[config.mk]
export PLATFORM = sky130hd
export DESIGN_NAME = lsu
export DESIGN_NICKNAME = d
export VERILOG_FILES = /design/src/rtl/lsu_pkg.sv /design/src/rtl/lsu_align.sv /design/src/rtl/lsu.sv
export SDC_FILE = /design/constraint.sdc
export NUM_CORES = 1
export LEC_CHECK = 0
export ABC_AREA = 1
export CORE_ASPECT_RATIO = 0.9
export CORE_UTILIZATION = 49
export CTS_CLUSTER_SIZE = 16
export DETAILED_ROUTE_END_ITERATION = 8
export GPL_ROUTABILITY_DRIVEN = 0
export PLACE_DENSITY = 0.95
export SYNTH_ARGS = -nofsm -noshare
export SYNTH_HDL_FRONTEND = slang
export SYNTH_SLANG_ARGS = --single-unit
[constraint.sdc]
create_clock -name clock -period 11.05 [get_ports clock]
set_clock_uncertainty 0.1 [all_clocks]
set_input_delay 2.7625 -clock clock [delete_from_list [all_inputs] [get_ports clock]]
set_output_delay 2.7625 -clock clock [all_outputs]
set_load 0.02 [all_outputs]
[src/rtl/lsu_pkg.sv]
// lsu_pkg: memory operation encodings shared by decode, execute and the load/store unit
package lsu_pkg;
    localparam int LSU_OP_W = 4;
    // bit 3 = store, bit 2 = unsigned load, bits [1:0] = access size (0 byte, 1 half, 2 word)
    localparam logic [LSU_OP_W-1:0] LSU_LB  = 4'b0000;
    localparam logic [LSU_OP_W-1:0] LSU_LH  = 4'b0001;
    localparam logic [LSU_OP_W-1:0] LSU_LW  = 4'b0010;
    localparam logic [LSU_OP_W-1:0] LSU_LBU = 4'b0100;
    localparam logic [LSU_OP_W-1:0] LSU_LHU = 4'b0101;
    localparam logic [LSU_OP_W-1:0] LSU_SB  = 4'b1000;
    localparam logic [LSU_OP_W-1:0] LSU_SH  = 4'b1001;
    localparam logic [LSU_OP_W-1:0] LSU_SW  = 4'b1010;

    function automatic logic lsu_op_valid(input logic [LSU_OP_W-1:0] op);
        return op inside {LSU_LB, LSU_LH, LSU_LW, LSU_LBU, LSU_LHU, LSU_SB, LSU_SH, LSU_SW};
    endfunction
endpackage

[src/rtl/lsu_align.sv]
// lsu_align: alignment check, store lane replication/strobes and load extraction
module lsu_align
    import lsu_pkg::*;
(
    input  logic [LSU_OP_W-1:0] i_op,
    input  logic [1:0]          i_addr,
    input  logic [31:0]         i_wdata,
    input  logic [31:0]         i_rdata,
    output logic                o_misalign,
    output logic [3:0]          o_wstrb,
    output logic [31:0]         o_wdata,
    output logic [31:0]         o_rdata
);
    logic [1:0]  w_size;
    logic        w_store;
    logic        w_uns;
    logic [31:0] w_shift;

    // decode size/sign and derive lane data in both directions
    always_comb begin
        w_size     = i_op[1:0];
        w_store    = i_op[3];
        w_uns      = i_op[2];
        w_shift    = i_rdata >> {i_addr, 3'b000};
        o_misalign = !lsu_op_valid(i_op) || (w_size == 2'd1 && i_addr[0]) || (w_size == 2'd2 && i_addr != 2'd0);
        o_wstrb    = !w_store ? 4'b0000 :
                     w_size == 2'd0 ? 4'b0001 << i_addr :
                     w_size == 2'd1 ? 4'b0011 << i_addr : 4'b1111;
        o_wdata    = w_size == 2'd0 ? {4{i_wdata[7:0]}} :
                     w_size == 2'd1 ? {2{i_wdata[15:0]}} : i_wdata;
        o_rdata    = w_size == 2'd0 ? {{24{~w_uns & w_shift[7]}}, w_shift[7:0]} :
                     w_size == 2'd1 ? {{16{~w_uns & w_shift[15]}}, w_shift[15:0]} : w_shift;
    end
endmodule

[src/rtl/lsu.sv]
// lsu: single-outstanding load/store unit between execute stage and data-memory bus
module lsu
    import lsu_pkg::*;
#(
    parameter int ADDR_W = 32,
    parameter int DATA_W = 32
) (
    input  logic                clock,
    input  logic                reset,
    input  logic                i_req_valid,
    output logic                o_req_ready,
    input  logic [LSU_OP_W-1:0] i_req_op,
    input  logic [ADDR_W-1:0]   i_req_addr,
    input  logic [DATA_W-1:0]   i_req_wdata,
    output logic                o_resp_valid,
    output logic [DATA_W-1:0]   o_resp_rdata,
    output logic                o_resp_err,
    output logic                o_mem_req_valid,
    input  logic                i_mem_req_ready,
    output logic [ADDR_W-1:0]   o_mem_addr,
    output logic                o_mem_wen,
    output logic [3:0]          o_mem_wstrb,
    output logic [DATA_W-1:0]   o_mem_wdata,
    input  logic                i_mem_resp_valid,
    input  logic [DATA_W-1:0]   i_mem_rdata,
    input  logic                i_mem_resp_err
);
    localparam logic [1:0] S_IDLE = 2'd0;
    localparam logic [1:0] S_REQ  = 2'd1;
    localparam logic [1:0] S_WAIT = 2'd2;
    localparam logic [1:0] S_RESP = 2'd3;

    logic [1:0]          r_state;
    logic                r_alive;
    logic [LSU_OP_W-1:0] r_op;
    logic [1:0]          r_alo;
    logic [DATA_W-1:0]   r_rdata;
    logic                r_err;
    logic [ADDR_W-1:0]   r_mem_addr;
    logic                r_mem_wen;
    logic [3:0]          r_mem_wstrb;
    logic [DATA_W-1:0]   r_mem_wdata;

    logic [LSU_OP_W-1:0] w_op;
    logic [1:0]          w_alo;
    logic                w_misalign;
    logic [3:0]          w_wstrb;
    logic [DATA_W-1:0]   w_wdata;
    logic [DATA_W-1:0]   w_rdata;

    // align unit sees the incoming request while idle, the latched one afterwards
    assign w_op  = r_state == S_IDLE ? i_req_op : r_op;
    assign w_alo = r_state == S_IDLE ? i_req_addr[1:0] : r_alo;

    lsu_align u_align (
        .i_op       (w_op),
        .i_addr     (w_alo),
        .i_wdata    (i_req_wdata),
        .i_rdata    (i_mem_rdata),
        .o_misalign (w_misalign),
        .o_wstrb    (w_wstrb),
        .o_wdata    (w_wdata),
        .o_rdata    (w_rdata)
    );

    assign o_req_ready     = r_alive && r_state == S_IDLE;
    assign o_resp_valid    = r_state == S_RESP;
    assign o_resp_rdata    = r_rdata;
    assign o_resp_err      = r_err;
    assign o_mem_req_valid = r_state == S_REQ;
    assign o_mem_addr      = r_mem_addr;
    assign o_mem_wen       = r_mem_wen;
    assign o_mem_wstrb     = r_mem_wstrb;
    assign o_mem_wdata     = r_mem_wdata;

    // request FSM: accept, drive bus, await response, pulse completion
    always_ff @(posedge clock or posedge reset) begin
        if (reset) begin
            r_state     <= S_IDLE;
            r_alive     <= 1'b0;
            r_op        <= '0;
            r_alo       <= '0;
            r_rdata     <= '0;
            r_err       <= 1'b0;
            r_mem_addr  <= '0;
            r_mem_wen   <= 1'b0;
            r_mem_wstrb <= '0;
            r_mem_wdata <= '0;
        end else begin
            r_alive <= 1'b1;
            case (r_state)
                S_IDLE: if (r_alive && i_req_valid) begin
                    r_op  <= i_req_op;
                    r_alo <= i_req_addr[1:0];
                    if (w_misalign) begin
                        r_state <= S_RESP;
                        r_rdata <= '0;
                        r_err   <= 1'b1;
                    end else begin
                        r_state     <= S_REQ;
                        r_mem_addr  <= {i_req_addr[ADDR_W-1:2], 2'b00};
                        r_mem_wen   <= i_req_op[3];
                        r_mem_wstrb <= w_wstrb;
                        r_mem_wdata <= w_wdata;
                    end
                end
                S_REQ: if (i_mem_req_ready) r_state <= S_WAIT;
                S_WAIT: if (i_mem_resp_valid) begin
                    r_state <= S_RESP;
                    r_rdata <= (i_mem_resp_err || r_op[3]) ? '0 : w_rdata;
                    r_err   <= i_mem_resp_err;
                end
                default: r_state <= S_IDLE;
            endcase
        end
    end
endmodule

==> results of run 1 <==
[per-layer routing]
layer  track usage  vias up
li1              -     2769
met1        0.3583     2667
met2        0.4749      332
met3       0.05186       44
met4        0.1081        0
met5             0        -
[cell usage after synthesis (2+ instances only)]
master,instances
a21oi_1,22
a31oi_1,4
buf_2,27
buf_4,15
clkbuf_1,5
conb_1,2
dfrtp_1,109
ha_1,9
inv_1,37
inv_2,5
nand2_1,349
nand2_2,3
nand3_1,73
nand3_2,4
nand3b_1,3
nor2_1,36
o211ai_1,4
o21ai_0,32
o21ai_1,7
o31ai_1,2
o31ai_2,9
[flip-flops by register name, summed over array words and instances, names as in the netlist]
register      flops
r_alo             2
o_mem_wstrb       4
o_mem_wen         1
o_resp_rdata     32
r_state           2
r_op              4
o_mem_wdata      32
r_alive           1
o_mem_addr       30
o_resp_err        1
[final cells by class]
cell class | instances | share of cell area
flip-flops and latches | 109 | 0.3386
multi-input cells | 566 | 0.3182
repair buffers | 213 | 0.2631
clock buffers | 10 | 0.02842
well taps | 156 | 0.02423
inverters | 43 | 0.02066
clock inverters | 6 | 0.006833
[per-stage QoR]
step | cells | cell area, um2 | utilization | setup WS (ns)
2_1_floorplan | 766 | 5720 | - | 5.314
3_3_place_gp | 1087 | 7772 | 0.6825 | 4.855
3_5_place_dp | 1087 | 7772 | 0.6825 | 4.760
4_1_cts | 1103 | 8056 | 0.7074 | 5.121
5_1_grt | 1103 | 8056 | 0.7074 | 4.773
6_report | 1103 | 8056 | 0.7074 | 5.051
[logic make-up (layout without fill, tap and decap cells)]
logic type,after synthesis,count (layout)
buffers and inverters,91,272
other,2,3
DFF,109,109
and+or+nand+nor,471,471
AOI/OAI and AO/OA,83,83
adders and majority gates,9,9
[final timing paths]
path                                startpoint               to  slack (ns)  depth (start not counted)
worst max-delay path               i_req_op[1]   o_mem_wdata[8]        5.05                         13
worst min-delay path            o_mem_wstrb[2]   o_mem_wstrb[2]        0.38                          2
worst max register to register      r_state[0]   o_mem_wdata[8]        6.76                         14
worst min register to register  o_mem_wstrb[2]   o_mem_wstrb[2]        0.38                          2
max in group asynchronous                reset  o_resp_rdata[1]        6.88                          3
min in group asynchronous                reset    o_mem_addr[8]        2.66                          2
[worst max-delay path, cell delays in order]
cell and delay [ns]:
clkdlybuf4s50_1 0.47, inv_1 0.04, nand2_1 0.05, nand2_1 0.46, inv_2 0.56, nand2_1 0.13
nand2_1 0.10, inv_2 0.05, nand3_4 0.04, buf_4 0.66, inv_4 0.42, nand2_1 0.19
nand2_1 0.08
[report_power, final]
group / switching (uW) / internal, uW
Combinational: 924 / 553
Clock: 157 / 158
Sequential: 103 / 568
==> impl_metrics.csv, run 1 <==
group,metric,value,unit
outcome,status,"finished clean",
cts,clock_sinks,109,
worst_setup_path,cp_data_required_time,11.18,ns
synth,synth_edf_count,0,
floorplanning,die_area,0.01210,mm2
synth,synth_area_per_cell,7.473,um2
synth,synth_simple_gate_area_frac,0.3340,
worst_setup_path,end_kind,"register",
synth,synth-main-ff-cell,"dfrtp_1",
sta,finalHoldViolCount,0,
power_and_ir_drop,p_per_area,305.7,mW/mm2
floorplanning,die_w,115.9,um
grt,grt_pass1_vias,5384,
route,met2_length,8.291,mm
cts,cts-resized-gates,0,
finish,n_fill_cell,865,
route,vias,5812,
cts,postCtsSetupRepairBufs,0,
cts,cts-htree-levels,3,
grt,antenna_found_initial,0,
floorplanning,num_rows,37,
worst_setup_path,cp_max_fo,82,
grt,gr-total-overflow,0,
sta,clock.fmax,166.7,MHz
finish,syn_to_final_growth,40.93,%
synth,synth_seq_cells,109,
cts,cts_root_buffer,"clkbuf_16",
finish,nets,1057,
cts,numCtsBuffers,9,
grt,track_usage,0.2828,
floorplanning,start_util,0.5020,
synth,synth_xor_area_frac,0,
synth,synth_top_area_cell,"dfrtp_1",
floorplanning,ios,211,
cts,cts.reportedPaths.clkPinSlew,0.09,ns
cts,cts_max_path_buffers,2,
synth,synth-compound-area-share,0.09061,
power_and_ir_drop,leakage,0.004022,uW
synth,seq_area_frac_synth,0.4771,
placed_design,io_buffers,208,
synth,synth-adder-area-share,0.01970,
sta,maxSlewHeadroom,0.3517,
run,max_cap_viol_count,0,
power_and_ir_drop,vdd_ir_drop_max,0.0001884,V
synth,synthMuxAreaShare,0,
sta,fin_hold_ws,0.3803,ns
finish,layout_common_cells,"nand2_1 (349), clkdlybuf4s50_1 (208), dfrtp_1 (109)",
placed_design,dp_hpwl,12.64,mm
sta,setup_viol,0,
synth,synth_top_family_by_area,"simple AND/OR/NAND/NOR gates",
floorplanning,die_h,104.5,um
route,drt_iter0_markers,430,
synth,netlist_area,0.005717,mm2
route,via_per_inst,5.269,
synth,synth_area_leaders,"dfrtp_1 (48%), nand2_1 (23%), nand3_1 (6.4%), o21ai_0 (2.8%), inv_1 (2.4%)",
worst_setup_path,crit_type,"in -> reg",
sta,fin_crit,5.999,ns
route,wl,17.38,mm
sta,fin_crit_sh,0.5429,
finish,diodes,0,
sta,tns,0,ns
route,wl_met3,1.572,mm
synth,synth_warnings,0,
grt,grt_pass1_wl,26.65,mm
worst_hold_path,min-delay-path-class,"reg -> reg",
grt,grt_max_degree,83,
synth,synth_cell_types,29,
sta,grt_setup_unrepaired,"false",
cts,hold_buffers,0,
finish,register_area,0.002728,mm2
finish,drive_gt1_frac,0.04857,
synth,syn_inst,765,
floorplanning,coreArea,0.01139,mm2
route,wl_met1,7.003,mm
synth,ys_async_sr_fraction,1.000,
worst_setup_path,crit_arrival,6.13,ns
sta,drv_slew,0,
synth,synth_top_cell_area_share,0.4771,
worst_setup_path,start_kind,"input pin",
finish,layout_commonest_cell,"nand2_1",
route,highest_layer,"met4",
route,drtAntennaViolNets,0,
route,routedWlPerCell,15.75,um
power_and_ir_drop,power,2463,uW
finish,multi_input_area,0.002564,mm2
cts,clock_latency,0.34,ns
route,first_pass_iters,6,
cts,cts_tree,"done",
route,drc,0,
sta,tightest_slew,0.9698,ns
Power figures use the tool's default switching activity.
==> run 2: changes to the inputs <==
CORE_UTILIZATION = 41   (was 49)
PLACE_DENSITY = 0.86   (was 0.95)
clock period = 5.25 ns   (was 11.05 ns; I/O delays follow)
==> run 2 against run 1 <==
  * Utilization fell by 10 points
  * Sequential share of layout area shrank 0.38 points
  * Non-clock buffer count increased by 5
  * Sequential power increased by 110%
  * Hold slack gained 0.0022 ns
  * Register-to-register slack worse by 5.0 ns
  * Count of clock-buffer cells in the layout fell by 1
  * Design area rose by 1.1%
  * Global-route usage fell by 3.6 points
  * Die area grew 19%
  * Setup slack worse by 3.6 ns
  * Critical path type unchanged
  * Largest power group unchanged
==> impl_metrics.csv, run 2 (same netlist as run 1, synthesis figures left out) <==
group,metric,value,unit
grt,grt_pass1_vias,5376,
cts,cts-resized-gates,0,
cts,cts-htree-levels,3,
worst_setup_path,cp_max_fo,53,
sta,maxSlewHeadroom,0.2567,
grt,grt_pass1_wl,27.30,mm
sta,tightest_slew,1.108,ns
worst_setup_path,timing.rr.end,"o_mem_addr[31]",
floorplanning,die_w,126.5,um
sta,layout_setup_ws,1.413,ns
route,wl,17.39,mm
finish,syn_to_final_growth,42.53,%
power_and_ir_drop,pwr-share-comb,0.595,
floorplanning,die_h,114.0,um
sta,grt_setup_unrepaired,"false",
route,first_pass_iters,5,
worst_hold_path,min_path_cells,2,
grt,gr-total-overflow,0,
worst_setup_path,cp_data_required_time,5.45,ns
route,vias,5781,
floorplanning,num_rows,40,
grt,track_usage,0.2467,
placed_design,place_ws,1.026,ns
run,max_cap_viol_count,0,
power_and_ir_drop,switching_share,0.4761,
worst_setup_path,crit_arrival,4.04,ns
outcome,status,"finished clean",
cts,cts.reportedPaths.clkPinSlew,0.08,ns
worst_setup_path,ff2ff_setup_slack,1.74,ns
floorplanning,ios,211,
cts,clock_latency,0.36,ns
finish,drive_gt1_frac,0.05462,
cts,numCtsBuffers,9,
route,drtAntennaViolNets,0,
power_and_ir_drop,leakage,0.004068,uW
cts,clock_sinks,109,
grt,grt_max_degree,54,
placed_design,dpl_cell_area,0.007825,mm2
floorplanning,coreArea,0.01346,mm2
power_and_ir_drop,p_sw,2520,uW
sta,fin_crit,3.837,ns
sta,fin_crit_sh,0.7309,
power_and_ir_drop,p_per_area,649.7,mW/mm2
finish,n_fill_cell,1161,
finish,nets,1062,
placed_design,io_buffers,208,
cts,hold_buffers,0,
sta,tns,0,ns
power_and_ir_drop,p_int,2773,uW
worst_hold_path,min-delay-path-class,"reg -> reg",
finish,final_core_util,0.6052,
finish,diodes,0,
finish,stdcell_area,0.008148,mm2
placed_design,dp_hpwl,12.65,mm
route,drt_iter0_markers,402,
sta,drv_slew,0,
worst_setup_path,worstReg2RegStart,"r_state[0]",
cts,postCtsSetupRepairBufs,0,
worst_hold_path,worstHoldEndpoint,"o_mem_wdata[3]",
worst_hold_path,min_from,"o_mem_wdata[3]",
power_and_ir_drop,power,5294,uW
power_and_ir_drop,clockPowerShare,0.140,
floorplanning,start_util,0.4246,
finish,layout_commonest_cell,"nand2_1",
finish,layout_common_cells,"nand2_1 (349), clkdlybuf4s50_1 (208), dfrtp_1 (109)",
power_and_ir_drop,seqPwrFrac,0.265,
grt,antenna_found_initial,0,
sta,clock.fmax,260.6,MHz
floorplanning,die_area,0.01442,mm2
cts,cts_tree,"done",
sta,setup_viol,0,
worst_setup_path,crit_type,"in -> reg",
route,routedWlPerCell,15.53,um
cts,cts_max_path_buffers,2,
route,via_per_inst,5.162,
cts,cts_root_buffer,"clkbuf_16",
sta,finalHoldViolCount,0,
power_and_ir_drop,vdd_ir_drop_max,0.0002645,V
worst_setup_path,ff2ff_path_depth,15,
route,drc,0,
worst_setup_path,end_kind,"register",
worst_setup_path,start_kind,"input pin",
[run 2: changes by cell type in the layout (fill, tap and decap cells not counted)]
cell	delta
inv_6	-1
bufinv_16	+1
inv_8	+3
buf_4	+5
clkinv_2	-1
clkinvlp_4	-1
clkbuf_1	-1
[run 2: power by group through the flow]
stage	sequential (uW)	combinational (uW)	clock, uW
after floorplan	1790	1620	0
after detailed placement	1410	3130	0
final	1410	3150	741
after global placement	1410	3090	0
after global routing	1440	3460	796
after CTS	1410	3140	758
[run 2: area by class of cell]
| cell class | count | area, um2 | area share |
|---|---|---|---|
| well taps | 168 | 210.2 | 0.02580 |
| multi-input cells | 566 | 2564 | 0.3147 |
| inverters | 43 | 166.4 | 0.02042 |
| repair buffers | 218 | 2157 | 0.2647 |
| clock inverters | 7 | 97.59 | 0.01198 |
| flip-flops and latches | 109 | 2728 | 0.3348 |
| clock buffers | 9 | 225.2 | 0.02764 |
[run 2: metal layers]
layer	GRT usage	wire length (um)	vias up
met1	0.2969	7226	2718
met3	0.08396	1546	26
li1	-	-	2780
met2	0.4173	8281	257
met5	0	0	-
met4	0.07711	337	0
[run 2: critical path, cell delays in order]
cell             delay (ns)
clkdlybuf4s50_1        0.46
inv_1                  0.09
nand2_2                0.06
nand2_1                0.09
buf_4                  0.25
ha_1                   0.22
nand3_1                0.08
nand2_1                0.09
nand2_1                0.07
inv_2                  0.07
nand3_4                0.38
inv_4                  0.61
nand2_1                0.12
nand2_1                0.10
[run 2: per-stage QoR]
stage	hold slack (ns)	instances
final	0.3825	1120
after global routing	0.3971	1120
after CTS	0.3850	1120
after detailed placement	0.3642	1104
after global placement	0.3612	1104
after floorplan	0.3714	766
[run 2: worst max path at each step]
stage          cells after the start  slack [ns]          start               to
6_report                          14        1.41  i_req_addr[0]   o_mem_addr[31]
5_1_grt                           14        1.17  i_req_addr[0]  o_mem_wdata[11]
4_1_cts                           14        1.42  i_req_addr[0]   o_mem_addr[31]
3_5_place_dp                      14        1.03  i_req_addr[0]   o_mem_addr[31]
3_3_place_gp                      14        1.12  i_req_addr[0]   o_mem_addr[22]
2_1_floorplan                      1        0.96          reset   o_mem_addr[10]
